[src/rtl/dmem_arbiter.sv]
// Shares the single-port DMEM between the MEM-stage core port and an external loader/debug port.
// Optional build macro DMEM_ARB_STATS_EN adds stall_cycles / ext_beats counters.
module dmem_arbiter #(
    parameter int MAX_WAIT = 4,
    parameter int WAIT_W   = 8
) (
    input  logic              clk,
    input  logic              rst,
    input  logic              core_mem_read,
    input  logic              core_mem_write,
    input  logic [31:0]       core_addr,
    input  logic [31:0]       core_wdata,
    input  logic [2:0]        core_fun3,
    output logic [31:0]       core_rdata,
    output logic              core_stall,
    input  logic              ext_req,
    input  logic              ext_we,
    input  logic              ext_lock,
    input  logic [31:0]       ext_addr,
    input  logic [31:0]       ext_wdata,
    input  logic [2:0]        ext_fun3,
    output logic              ext_gnt,
    output logic [31:0]       ext_rdata,
    output logic              ext_rvalid,
    output logic [31:0]       dmem_addr,
    output logic              dmem_mem_read,
    output logic              dmem_mem_write,
    output logic [31:0]       dmem_wdata,
    output logic [2:0]        dmem_fun3,
    input  logic [31:0]       dmem_rdata,
`ifdef DMEM_ARB_STATS_EN
    output logic [31:0]       stall_cycles,
    output logic [31:0]       ext_beats,
`endif
    output logic              dbg_st,
    output logic [WAIT_W-1:0] dbg_wait_cnt
);

    typedef enum logic {
        ARB  = 1'b0,
        LOCK = 1'b1
    } st_t;

    localparam logic [WAIT_W-1:0] MAX_WAIT_C = WAIT_W'(MAX_WAIT);

    st_t               st, st_n;
    logic [WAIT_W-1:0] wait_cnt, wait_cnt_n;
    logic              core_act;
    logic              wait_hit;

    assign core_act     = core_mem_read | core_mem_write;
    assign wait_hit     = (wait_cnt == MAX_WAIT_C);
    assign dbg_st       = st;
    assign dbg_wait_cnt = wait_cnt;

    // Handshake: ext_req is held with stable ext_* fields until a cycle with
    // ext_gnt=1, which is the cycle the beat is performed on DMEM. Read data
    // follows one cycle later as a single-cycle ext_rvalid pulse.
    always_comb begin
        ext_gnt = 1'b0;
        if (!rst) begin
            case (st)
                ARB:     ext_gnt = ext_req & (~core_act | wait_hit);
                LOCK:    ext_gnt = ext_req;
                default: ext_gnt = 1'b0;
            endcase
        end
    end

    assign core_stall = core_act & ext_gnt;
    assign core_rdata = ext_gnt ? 32'd0 : dmem_rdata;

    always_comb begin
        dmem_addr      = core_addr;
        dmem_mem_read  = core_mem_read;
        dmem_mem_write = core_mem_write & ~rst;
        dmem_wdata     = core_wdata;
        dmem_fun3      = core_fun3;
        if (ext_gnt) begin
            dmem_addr      = ext_addr;
            dmem_mem_read  = ~ext_we;
            dmem_mem_write = ext_we;
            dmem_wdata     = ext_wdata;
            dmem_fun3      = ext_fun3;
        end
    end

    always_comb begin
        st_n       = st;
        wait_cnt_n = wait_cnt;
        case (st)
            ARB: begin
                if (ext_gnt & ext_lock) st_n = LOCK;
            end
            LOCK: begin
                if ((ext_gnt & ~ext_lock) | ~ext_req) st_n = ARB;
            end
            default: st_n = ARB;
        endcase
        // Counts cycles ext has been refused in ARB; saturates so the forced grant holds.
        if (ext_gnt | ~ext_req | (st == LOCK)) wait_cnt_n = '0;
        else if (!wait_hit)                     wait_cnt_n = wait_cnt + WAIT_W'(1);
    end

    always_ff @(posedge clk) begin
        if (rst) begin
            st         <= ARB;
            wait_cnt   <= '0;
            ext_rdata  <= 32'd0;
            ext_rvalid <= 1'b0;
        end else begin
            st       <= st_n;
            wait_cnt <= wait_cnt_n;
            if (ext_gnt & ~ext_we) begin
                ext_rdata  <= dmem_rdata;
                ext_rvalid <= 1'b1;
            end else begin
                ext_rvalid <= 1'b0;
            end
        end
    end

`ifdef DMEM_ARB_STATS_EN
    always_ff @(posedge clk) begin
        if (rst) begin
            stall_cycles <= 32'd0;
            ext_beats    <= 32'd0;
        end else begin
            if (core_stall) stall_cycles <= stall_cycles + 32'd1;
            if (ext_gnt)    ext_beats    <= ext_beats + 32'd1;
        end
    end
`endif

endmodule

[config.mk]
export PLATFORM = sky130hd
export DESIGN_NAME = dmem_arbiter
export DESIGN_NICKNAME = d
export VERILOG_FILES = /design/src/rtl/dmem_arbiter.sv
export SDC_FILE = /design/constraint.sdc
export NUM_CORES = 1
export LEC_CHECK = 0
export ABC_AREA = 1
export CAP_MARGIN = 20
export CORE_AREA = 4 4 121 123
export DETAILED_ROUTE_END_ITERATION = 10
export DIE_AREA = 0 0 125 127
export PLACE_DENSITY = 0.66
export SLEW_MARGIN = 30
export SYNTH_ARGS = -nofsm -noshare
export SYNTH_HDL_FRONTEND = slang
export SYNTH_SLANG_ARGS = --single-unit
[constraint.sdc]
create_clock -name clk -period 2.25 [get_ports clk]
set_input_delay 0.45 -clock clk [delete_from_list [all_inputs] [get_ports clk]]
set_output_delay 0.45 -clock clk [all_outputs]
set_load 0.01 [all_outputs]
Word level (Yosys, flattened, before mapping) --
Cells that the tools add are included.
Storage, ports and cells: bits in registers 42, RAM bits 0, ROM bits 0, output and inout bits 145, bits in latches 0, memories 0
Operators by class: $add $sub $neg 1, bitwise logic cells 17, multiply operators 0, div/mod/pow operators 0, equal/unequal tests 1, reductions and logical operators 1, shifts and indexed selects 0, mux-type cells 12, magnitude comparators 0
Operators by type and width (count):
- two-way mux 32 bit | 3
- adder 8 x 1 -> 8 bit (second input constant) | 1
- == test 8 x 3 -> 1 bit (second input constant) | 1
- AND 1 bit | 6
- two-way mux 1 bit | 6
- inverter 1 bit | 6
- bitwise OR 1 bit | 5
- case mux 1 bit (2 select lines) | 2
- two-way mux 3 bit | 1
- OR reduction 2 bit | 1

Logic depth before layout (Yosys ltp) --
Gate-level depths: netlist of the first run.
depth in word-level cells 10, gate-level depth with buffers 10, gate-level depth less buffers 8

Least setup slack after synthesis of the first run --
Ideal clock, no wire load.
kind reg2out, start point register wait_cnt[0] (netlist: dbg_wait_cnt[0]), end point output port core_rdata[22], path slack 0.244 ns, data required time 1.800 ns, cell stages (with the launch flop) 10, arrival time 1.556 ns, cells stage by stage dfxtp_1 inv_1 ha_1 nand3_1 o21ai_2 nand2_2 inv_2 buf_4 buf_2 nor2_1
Between the ends: longest elaborated chain between the ends 6
RTL lines:
- from (decl) | RTL line 47 | logic [WAIT_W-1:0] wait_cnt, wait_cnt_n;
- from (signal assigned) | RTL line 113 | wait_cnt <= wait_cnt_n;
- == test 8 x 3 -> 1 bit | RTL line 52 | assign wait_hit = (wait_cnt == MAX_WAIT_C);
- bitwise OR 1 bit | RTL line 63 | ARB: ext_gnt = ext_req & (~core_act | wait_hit);
- AND 1 bit | RTL line 63
- case mux 1 bit (2 select lines) | RTL line 62 | case (st)
- two-way mux 1 bit | RTL line 61 | if (!rst) begin
- named net ext_gnt | RTL line 22 | output logic ext_gnt,
- two-way mux 32 bit | RTL line 71 | assign core_rdata = ext_gnt ? 32'd0 : dmem_rdata;
- to (decl) | RTL line 14 | output logic [31:0] core_rdata,
The timed path passes the listed nets, and every way through them passes these cells.

Final worst setup path of the first run --
start point register wait_cnt[1] (netlist: dbg_wait_cnt[1]), end point output port dmem_wdata[10]
Between the ends: longest elaborated chain between the ends 6
RTL lines:
- == test 8 x 3 -> 1 bit | RTL line 52
- bitwise OR 1 bit | RTL line 63
- AND 1 bit | RTL line 63
- case mux 1 bit (2 select lines) | RTL line 62
- two-way mux 1 bit | RTL line 61
- two-way mux 32 bit | RTL line 79 | if (ext_gnt) begin
- to (decl) | RTL line 28 | output logic [31:0] dmem_wdata,
Every way passes these cells.

==> metrics.md, run 1 <==
| Metric | Value |
|---|---|
| Leakage Power | 0.003688 uW |
| Final HPWL DP | 12790 um |
| Synthesis warning total | 0 |
| CTS sink count | 42 |
| Drc violations | 0 |
| Vias per cell | 4.074 |
| Crit path top cell by count | nand2_1 |
| Syn_area_per_cell | 5.260 um^2 |
| Critical Path AT | 1.90 ns |
| Nets | 1112 |
| Setup CP Type | reg2out |
| Starting density of the core | 22.48% |
| Core ar. | 13670 um^2 |
| DR iter-0 viols | 151 |
| HP Start | ext_rdata[11] |
| Slew Viols, Final | 0 |
| MaxCap Viol Count | 0 |
| Cell Pwr Density | 346.0 nW/um^2 |
| Antenna Violating Nets Remaining | 0 |
| Ranking of synthesized cells by area | nand2_1 33%, dfxtp_1 27%, inv_1 13% |
| Worst R2R Path Depth | 11 |
| Overall routing resource usage | 20.35% |
| Final Hold Vio Count | 0 |
| M1 GR Usage | 22.46% |
| Placement Cell Area | 6595 um^2 |
| Top post-synthesis cells by count | 271 x nand2_1, 105 x inv_1, 75 x nor2_1 |
| CP Launch Type | flop |
| Die Width | 125 um |
| Syn Inst Count | 584 |
| IO Port Bufs | 317 |
| Vias | 4555 |
| Crit path capture type | primary output |
| Worst Hold Depth | 4 |
| Top Ports | 318 |
| VDD IR-drop max | 245.9 uV |
| Max_slew headroom | 77.66% |
| Count of cell types in the netlist | 23 |
| RR Endpoint | ext_rdata[30] |
| Antenna Cells | 0 |
| DR WL/cell | 15.69 um |
| Initial antenna violation count | 2 |
| Worst R2R Start | dbg_wait_cnt[1] |
| Worst-path cell chain | inv_2 > ha_4 > nand3_4 > o21ai_4 > nand2_4 > buf_12 > clkinv_16 > bufbuf_16 > nand2_1 > nand2_1 > buf_2 |
| Area grow syn2layout | 140.2% |
| Die Area | 15880 um^2 |
| Clk_lat worst skew | 0.29 ns |
| Count leader, synth | nand2_1 |
| Largest net degree at the start of global routing | 34 |
| WP data required | 1.80 ns |
| Chip height | 127 um |
| Global route hottest layer | met2 |
| Vias in the first global route | 4503 |
| Synth area leader | nand2_1 |
| Setup TNS | -4.608 ns |
| Hold-fix buffers, CTS | 0 |
| Number of synthesized flops with an enable pin | 0 |
| Syn Nets | 759 |
| Layout cells sized above 1 | 26.55% |
| Sequential share of the synthesized area | 27.37% |
| First-pass GRT wire length | 25400 um |
| Worst Hold Class | reg2reg |
| Setup Skew | 0.005695 ns |
| Root Buffer Master | clkbuf_16 |
| Primary FF master, synth | dfxtp_1 |
| H-tree level count | 2 |
| Final setup fails | 80 |
| GR Overflow Total | 0 |
| Fraction of registers with async set/reset | 0% |
| Worst-Margin Slew | 0.3352 ns |
| Slowest CP cell | dfxtp_2 |
| Yosys top cell area share | 33.12% |
| Synth Cell Area | 3072 um^2 |
| Post-Route WL | 17540 um |
| Fmax achieved | 0.4258 GHz |
| Hold EP | ext_rdata[11] |
| Critical path's largest stage delay | 0.32 ns |
| Failing checks | negative setup slack |
| CTS buffer count | 5 |
| Clock-pin slew on the worst setup and hold paths | 0.06 ns |
| CTS tree | built |
| Setup ws final | -0.09828 ns |
| Detailed Routing Iterations Pass 1 | 4 |
| Row cnt | 43 |
| Met3 usage in global routing | 6.647% |
| R2r setup slk | 0.49 ns |
| Clock Tree Buf Depth | 2 |
| Met2 Use GR | 37.55% |
| Tmin final | 2.348 ns |
| Ratio of final minimum period to clock period | 104.4% |
| Final Cell Area | 7380 um^2 |
| GPL Wtd Cong | 0.9179 |
| Status | finished, violations left |
| CP Max Fanout | 8 |
| RSZ-0062 raised after global routing | true |
| Seq cells post-synth | 42 |
==> cell usage in the layout (no fill, tap or decap), drive strengths merged <==
cell / Yosys / routed
nand2: 272 / 272
clkdlybuf4s50: 0 / 210
buf: 17 / 137
inv: 106 / 105
nor2: 75 / 75
dfxtp: 42 / 42
nand4: 32 / 32
clkbuf: 16 / 21
clkdlybuf4s15: 0 / 11
nand3: 5 / 5
a21oi: 5 / 5
xor2: 3 / 3
bufbuf: 0 / 3
dlygate4sd2: 0 / 3
clkinv: 1 / 3
or2: 2 / 2
xnor2: 2 / 2
o21ai: 2 / 2
ha: 2 / 2
nand3b: 1 / 1
nor3b: 1 / 1
clkinvlp: 0 / 1
==> critical path, delay by kind of cell, from the launching register on <==
| family | cells | cell delay (ns) |
|---|---|---|
| AO/OA/AOI/OAI | 1 | 0.20 |
| flip-flops | 1 | 0.32 |
| adder cells (fa/ha/maj) | 1 | 0.13 |
| buffers and inverters | 5 | 0.67 |
| AND/OR/NAND/NOR | 4 | 0.28 |
==> per-layer routing <==
layer,up-vias,share of wire [%]
met5,-,0.15
met2,189,51
met3,27,8.2
met1,1930,38
li1,2405,-
met4,4,2.0
==> layout make-up <==
type | count | area (um^2)
Timing Repair Buffer | 379 | 3757
Clock buffer | 6 | 138.9
Tap cell | 180 | 225.2
Fill cell | 1341 | 6286
Clock inverter | 2 | 12.51
Inverter | 107 | 427.9
Sequential cell | 42 | 843.3
Multi-Input combinational cell | 402 | 1974
==> worst max path at each step <==
stage | slack (ns) | to | start | cells after the start
floorplan | 0.24 | core_rdata[22] | dbg_wait_cnt[0] | 9
finish | -0.1 | dmem_wdata[10] | dbg_wait_cnt[1] | 11
detailed placement | -0.77 | dmem_wdata[6] | core_mem_write | 9
global route | -0.18 | dmem_addr[18] | dbg_wait_cnt[0] | 11
CTS | -0.14 | dmem_wdata[6] | dbg_wait_cnt[1] | 11
global placement | -0.73 | dmem_wdata[6] | core_mem_write | 9
==> repair_timing <==
item | CTS | global route
resized for setup | 446 | 95
cloned | 10 | 3
endpoints found under the setup margin | 103 | 103
pin swaps | 8 | 15
buffers inserted | 17 | 8
==> flip-flops by register name, summed over array words and instances (netlist names) <==
signal,cells
ext_rdata,32
dbg_wait_cnt,8
dbg_st,1
ext_rvalid,1
==> report_power, final <==
part	total [uW]	switching, uW	leakage [uW]	internal, uW
clock	746	306	0.0000729	440
combinational	1040	434	0.00327	604
sequential	769	8.32	0.000341	761
total	2550	749	0.00369	1800
==> cell families after synthesis <==
group	Yosys count	share of synthesized area (%)
xor gates and xnor gates	5	1.426
buffers and inverters	140	18.25
and+or+nand+nor	388	50.88
adders and majority gates	2	0.8145
AOI/OAI and AO/OA	7	1.262
DFF	42	27.37
==> per-stage QoR <==
step	total power (uW)	hold slack [ns]	utilization [%]	cells	setup slack, ns
floorplan	1091	0.4803	-	584	0.2445
global placement	1758	0.4961	48.26	1077	-0.7331
detailed placement	1756	0.4959	48.26	1077	-0.7733
CTS	2539	0.5081	52.53	1112	-0.1420
global route	2679	0.5369	54.00	1118	-0.1764
finish	2553	0.5058	54.00	1118	-0.09828
(Power assumes the default switching activity.)
==> run 2: changes to the inputs <==
- CORE_AREA: 4 4 121 123 -> 2 2 123 125
- GPL_TIMING_DRIVEN: unset -> 0
==> run 2 against run 1 <==
Compared with the run above: largest power group unchanged; utilization increased by 1.2 points; critical path depth increased by 2; combinational power is 11% higher; clock-buffer cell count is the same; die area unchanged; flip-flop and latch count stayed put; register-to-register slack worse by 0.27 ns; sequential share of layout area down 0.73 points; clock skew rose by 0.0043 ns; cell count is 1.3% higher; the flow still finishes with violations (negative setup slack); setup slack worse by 0.11 ns.
==> metrics.md, run 2 (same netlist as run 1, synthesis figures left out) <==
| Metric | Value |
|---|---|
| Die Area | 15880 um^2 (unchanged) |
| Setup Skew | 0.01002 ns (+0.004324 ns) |
| Post-Route WL | 17500 um (-0.26%) |
| Crit path capture type | primary output |
| RR Endpoint | ext_rdata[31] |
| Critical Path AT | 2.01 ns (+0.11 ns) |
| GR Overflow Total | 0 (unchanged) |
| Hold-fix buffers, CTS | 0 (unchanged) |
| Worst Hold Depth | 4 (unchanged) |
| IO Port Bufs | 317 (unchanged) |
| Detailed Routing Iterations Pass 1 | 4 (unchanged) |
| DR iter-0 viols | 213 (+41%) |
| Final Cell Area | 7963 um^2 (+7.9%) |
| Worst-Margin Slew | 0.5495 ns (+0.2143 ns) |
| Core ar. | 14420 um^2 (+5.5%) |
| Clock-pin slew on the worst setup and hold paths | 0.06 ns (about the same) |
| Worst Hold Class | reg2reg |
| Final Hold Vio Count | 0 (unchanged) |
| Status | finished, violations left |
| Antenna Violating Nets Remaining | 0 (unchanged) |
| Hold EP | ext_rdata[7] |
| First-pass GRT wire length | 24580 um (-3.2%) |
| Largest Register | ext_rdata |
| Clk_lat worst skew | 0.28 ns (about the same) |
| Area grow syn2layout | 159.2% |
| Power Total | 2753 uW (+7.8%) |
| Util after Layout | 55.20% (+1.2 points) |
| Clock Tree Buf Depth | 2 (unchanged) |
| Overall routing resource usage | 19.68% (-0.67 points) |
| Top Ports | 318 (unchanged) |
| Vias per cell | 4.163 (+2.2%) |
| Initial antenna violation count | 1 (-1) |
| Leakage Power | 0.003895 uW (+5.6%) |
| Slew Viols, Final | 0 (unchanged) |
| Largest net degree at the start of global routing | 15 (-56%) |
| Setup ws final | -0.2056 ns (-0.1073 ns) |
| Final HPWL DP | 12700 um (-0.70%) |
| Final setup fails | 94 (+18%) |
| Failing checks | negative setup slack |
| Tmin final | 2.456 ns (+0.1073 ns) |
| GPL Wtd Cong | 0.8693 (-5.3%) |
| Filler cell count in the final layout | 1376 (+2.6%) |
| Layout cells sized above 1 | 35.37% (+8.8 points) |
| CTS tree | built |
| Worst R2R Path Depth | 11 (unchanged) |
| Starting density of the core | 21.30% (-1.2 points) |
| Footprint of the multi-input gates | 2367 um^2 (+20%) |
| Setup CP Type | reg2out |
| CTS buffer count | 5 (unchanged) |
| Worst R2R Start | dbg_wait_cnt[0] |
| Most common cell after layout, fill and taps aside | clkdlybuf4s50_1 |
| CTS sink count | 42 (unchanged) |
| MaxCap Viol Count | 0 (unchanged) |
| DR WL/cell | 15.46 um (-1.5%) |
| Vias in the first global route | 4484 (-0.42%) |
| H-tree level count | 2 (unchanged) |
| Root Buffer Master | clkbuf_16 |
| Hold slack | 0.5080 ns (+0.002124 ns) |
| Vias | 4713 (+3.5%) |
| CP Launch Type | flop |
| VDD IR-drop max | 285.2 uV (+16%) |
| CP Max Fanout | 5 (-3) |
| HP Start | ext_rdata[7] |
| Cell Pwr Density | 345.7 nW/um^2 (about the same) |
| R2r setup slk | 0.22 ns (-0.27 ns) |
| Post-Place Setup Slack | -1.538 ns (-0.7650 ns) |
| Most frequent cells in the layout | 210 x clkdlybuf4s50_1, 158 x nand2_1, 100 x inv_1, 80 x nand2_2, 66 x buf_6 |
| Drc violations | 0 (unchanged) |
| Fmax achieved | 0.4072 GHz (-4.4%) |
| WP data required | 1.80 ns (about the same) |
| Placement Cell Area | 6475 um^2 (-1.8%) |
| Max_slew headroom | 63.37% (-14 points) |
| CP startpoint | dbg_wait_cnt[0] |
| Largest register FFs | 32 (unchanged) |
| Die Width | 125 um (unchanged) |
| Ratio of final minimum period to clock period | 109.1% (+4.8 points) |
| Nets | 1122 (+0.90%) |
| RSZ-0062 raised after global routing | true |
| Chip height | 127 um (unchanged) |
| Reg area | 852.1 um^2 (+1.0%) |
| Row cnt | 44 (+2.3%) |
run 2: power by group:
| group | leakage, uW | switching (uW) | internal [uW] |
|---|---|---|---|
| Sequential | 0.000343 | 8.45 | 758 |
| Combinational | 0.00347 | 489 | 658 |
| Clock | 0.0000829 | 291 | 548 |
run 2: how the worst max path moves through the flow:
stage,endpoint,slack (ns),cells past startpoint
2_1_floorplan,core_rdata[22],0.24,9
3_3_place_gp,dmem_addr[26],-1.56,9
3_5_place_dp,dmem_addr[26],-1.54,9
4_1_cts,dmem_addr[21],-0.19,13
5_1_grt,dmem_addr[14],-0.28,13
6_report,dmem_addr[21],-0.21,13
run 2: area by class of cell:
| class | count | area share, % |
|---|---|---|
| diodes | 1 | 0.03143 |
| plain buffers | 27 | 3.331 |
| clock buffers | 6 | 1.744 |
| flip-flops and latches | 42 | 10.70 |
| multi-input cells | 402 | 29.73 |
| clock inverters | 1 | 0.3771 |
| inverters | 107 | 5.201 |
| repair buffers | 362 | 45.99 |
| well taps | 184 | 2.891 |
run 2: through the flow:
step	setup TNS [ns]	instances
finish	-8.115	1132
global route	-16.41	1132
CTS	-8.826	1126
detailed placement	-143.40	1085
global placement	-146.49	1085
floorplan	0	584
run 2: critical path, stage by stage, from the launching register on:
cell     delay [ns]
dfxtp_2        0.32
inv_2          0.06
ha_4           0.14
nand3_4        0.08
o21ai_4        0.21
nand2_4        0.08
buf_6          0.13
buf_6          0.11
buf_6          0.11
buf_6          0.12
buf_8          0.13
nand2_2        0.07
nand2_2        0.06
buf_6          0.12
run 2: layer usage:
layer / wire (um) / vias up / GRT usage [%] / part of all wire, %
met5: 0 / - / 0 / 0
li1: - / 2434 / - / -
met1: 6706 / 2054 / 22.21 / 38
met2: 8968 / 197 / 35.93 / 51
met4: 480 / 0 / 6.340 / 2.7
met3: 1340 / 28 / 5.444 / 7.7
run 2: timing repair:
action                     CTS  global route
setup buffers               27             8
cloned                       9             5
pin swaps                   24            34
setup endpoints to repair  106           103
resized for setup          569           233
==> run 3: changes to the inputs <==
- ABC_AREA: 1 -> unset
- PLACE_DENSITY: 0.66 -> 0.65
==> run 3 against run 2 <==
Compared with the run above: the run still ends with negative setup slack left; non-clock buffer count shrank 12; cell count fell by 25%; first-iteration DRC count fell by 46%; clock skew decreased by 0.0021 ns; via count down 18%; power grew 3.5%; sequential share of layout area grew 0.86 points; setup slack worse by 0.067 ns; critical path type unchanged; critical endpoint is now dmem_addr[14]; highest routed layer unchanged.
==> metrics.md, run 3 <==
| Metric | Value |
|---|---|
| Count of cell types in the netlist | 28 (+22%) |
| Overall routing resource usage | 19.41% (-0.27 points) |
| First-pass GRT wire length | 24180 um (-1.6%) |
| Hold-fix buffers, CTS | 0 (unchanged) |
| Row cnt | 44 (unchanged) |
| VDD IR-drop max | 250.9 uV (-12%) |
| Synth area leader | dfxtp_1 |
| Drc violations | 0 (unchanged) |
| Top post-synthesis cells by count | 42 x dfxtp_1, 37 x nand3_1, 34 x mux2_2, 34 x nand2_1, 33 x mux2_4 |
| Vias per cell | 4.522 (+8.6%) |
| Synth Area in Compound Gates | 11.23% (+10 points) |
| Vias | 3857 (-18%) |
| Slowest CP cell | dfxtp_4 |
| Synth Cell Area | 2919 um^2 (-5.0%) |
| Initial antenna violation count | 0 (-1) |
| Switching Fraction | 24.57% (-4.1 points) |
| Yosys top cell area share | 28.80% (-4.3 points) |
| Syn_area_per_cell | 9.296 um^2 (+77%) |
| Detailed Routing Iterations Pass 1 | 5 (+1) |
| Filler cell count in the final layout | 1276 (-7.3%) |
| Number of synthesized flops with an enable pin | 0 (unchanged) |
| Clock-pin slew on the worst setup and hold paths | 0.07 ns (about the same) |
| Seq cells post-synth | 42 (unchanged) |
| Final Cell Area | 7402 um^2 (-7.0%) |
| Fmax achieved | 0.3964 GHz (-2.7%) |
| RSZ-0062 raised after global routing | true |
| CTS tree | built |
| Power Total | 2850 uW (+3.5%) |
| Largest Register | ext_rdata |
| CP Max Fanout | 5 (unchanged) |
| Top Ports | 318 (unchanged) |
| GPL Wtd Cong | 0.8706 (+0.15%) |
| Worst-path cell chain | nor3_4 > a41o_1 > buf_6 > nand2_8 > buf_12 > buf_12 > buf_16 > mux2_4 > buf_6 |
| Cell Pwr Density | 385.0 nW/um^2 (+11%) |
| Setup CP Type | reg2out |
| Most frequent cells in the layout | 210 x clkdlybuf4s50_1, 100 x buf_6, 66 x mux2_4, 37 x nand3_1, 36 x dfxtp_1 |
| Ratio of final minimum period to clock period | 112.1% (+3.0 points) |
| Worst Hold Class | reg2reg |
| Largest family of logic cells by synthesized area | multiplexers |
| Setup ws final | -0.2726 ns (-0.06700 ns) |
| IO Port Bufs | 317 (unchanged) |
| Xor and xnor fraction of the mapped netlist area | 1.800% (+0.37 points) |
| GR Overflow Total | 0 (unchanged) |
| Max_slew headroom | 62.20% (-1.2 points) |
| Chip height | 127 um (unchanged) |
| Syn Nets | 489 (-36%) |
| Die Area | 15880 um^2 (unchanged) |
| Post-Route WL | 16470 um (-5.9%) |
| Core ar. | 14420 um^2 (unchanged) |
| MaxCap Viol Count | 0 (unchanged) |
| H-tree level count | 2 (unchanged) |
| Status | finished, violations left |
| Leakage Power | 0.003396 uW (-13%) |
| Mux cell area share after synthesis | 30.09% (+30 points) |
| Final setup fails | 94 (unchanged) |
| Internal power | 2150 uW (+9.5%) |
| Worst-Margin Slew | 0.5596 ns (+0.01016 ns) |
| Clock power share | 34.4% (+3.9 points) |
| Largest register FFs | 32 (unchanged) |
| Failing checks | negative setup slack |
| Tmin final | 2.523 ns (+0.06700 ns) |
| Synthesis warning total | 0 (unchanged) |
| Net load switching power | 700.0 uW (-11%) |
| Sequential share of power | 26.8% (-1.1 points) |
| Antenna Violating Nets Remaining | 0 (unchanged) |
| Util after Layout | 51.32% (-3.9 points) |
| Primary FF master, synth | dfxtp_1 |
| Critical Path AT | 2.07 ns (+0.06 ns) |
| Synth Area in Simple Gates | 21.17% (-30 points) |
| CP Launch Type | flop |
| Sequential share of the synthesized area | 28.80% (+1.4 points) |
| Slew Viols, Final | 0 (unchanged) |
| Starting density of the core | 20.24% (-1.1 points) |
| Synth Area in Adders | 0.8573% (+0.043 points) |
| Die Width | 125 um (unchanged) |
| Nets | 843 (-25%) |
| Ranking of synthesized cells by area | dfxtp_1 29%, mux2_4 17%, mux2_2 13% |
| Most common cell after layout, fill and taps aside | clkdlybuf4s50_1 |
| Count leader, synth | dfxtp_1 |
| CTS sink count | 42 (unchanged) |
| Fraction of registers with async set/reset | 0% (unchanged) |
| Final Hold Vio Count | 0 (unchanged) |
| Clock Tree Buf Depth | 2 (unchanged) |
| Root Buffer Master | clkbuf_16 |
| Antenna Cells | 0 (-1) |
| Area grow syn2layout | 153.6% |
| Setup TNS | -17.57 ns (-9.450 ns) |
| Final HPWL DP | 12730 um (+0.28%) |
| WP data required | 1.80 ns (about the same) |
| Clk_lat worst skew | 0.29 ns (about the same) |
| Vias in the first global route | 4036 (-10%) |
| Combinational fraction of design power | 38.7% (-3.0 points) |
| Setup Skew | 0.007967 ns (-0.002053 ns) |
| Syn Inst Count | 314 (-46%) |
| Layout cells sized above 1 | 39.01% (+3.6 points) |
| Crit path capture type | primary output |
| Placement Cell Area | 6322 um^2 (-2.4%) |
| CTS buffer count | 5 (unchanged) |
| Critical path's largest stage delay | 0.35 ns (+0.03 ns) |
| DR WL/cell | 19.31 um (+25%) |
| Largest net degree at the start of global routing | 17 (+2) |
| DR iter-0 viols | 116 (-46%) |
==> run 3: cell types whose count changed after synthesis, sizes merged, moves of 8 or more <==
cell and delta:
nor2 -62, nand2 -237, o311ai +32, nand4 -31, nand3 +32, mux2 +67, inv -101, and2 +32
buf -8
==> run 3: stage by stage <==
step           hold slack (ns)  worst slack, ns  instances
2_1_floorplan           0.4993          0.02646        314
3_3_place_gp            0.4647           -1.108        815
3_5_place_dp            0.4745           -1.117        815
4_1_cts                 0.4835          -0.2741        849
5_1_grt                 0.5011          -0.3421        853
6_report                0.4816          -0.2726        853
==> run 3: final timing paths <==
path	slack (ns)	start	end	depth (start not counted)
min	0.48	ext_rdata[13]	ext_rdata[13]	2
min reg2reg	0.48	ext_rdata[13]	ext_rdata[13]	2
max	-0.27	dbg_wait_cnt[3]	dmem_addr[14]	9
max reg2reg	0.10	dbg_wait_cnt[5]	dbg_wait_cnt[2]	7
==> run 3: what timing repair did <==
item                       4_1_cts  5_1_grt
pin swaps                        8       14
setup endpoints to repair      103      104
gates cloned                     6        2
buffers inserted                22        7
gates resized for setup        572       70
==> run 3: cell type report <==
cell class	count	area, um^2	area share [%]
inverters	5	23.77	0.3212
multi-input cells	237	2143	28.96
well taps	184	230.2	3.110
clock buffers	6	138.9	1.876
clock inverters	2	60.06	0.8114
repair buffers	350	3710	50.12
plain buffers	27	240.2	3.245
flip-flops and latches	42	855.8	11.56
==> run 3: cells by family after synthesis <==
family,count (synthesis)
simple gates,124
mux,67
flops,42
compound gates,38
buf+inv,35
xor+xnor,6
fa+ha+maj,2
==> run 3: power by group through the flow <==
stage	Combinational [uW]	Clock (uW)	Sequential [uW]
finish	1100	981	764
detailed placement	943	0	785
floorplan	292	0	791
CTS	1060	993	764
global placement	936	0	785
global route	1160	1030	766
==> run 3: layer usage <==
layer / track usage [%] / part of all wire, % / vias up
li1: - / - / 1855
met1: 22.82 / 39 / 1805
met2: 35.71 / 52 / 174
met3: 4.104 / 5.9 / 23
met4: 5.359 / 2.1 / 0
met5: 0 / 0 / -
==> run 3: worst max-delay path: cells and delay by family, from the launching register on <==
kind,cells,cell delay [ns]
buffers and inverters,5,0.65
flip-flops,1,0.35
multiplexers,1,0.31
AND/OR/NAND/NOR,2,0.25
AO/OA/AOI/OAI,1,0.21
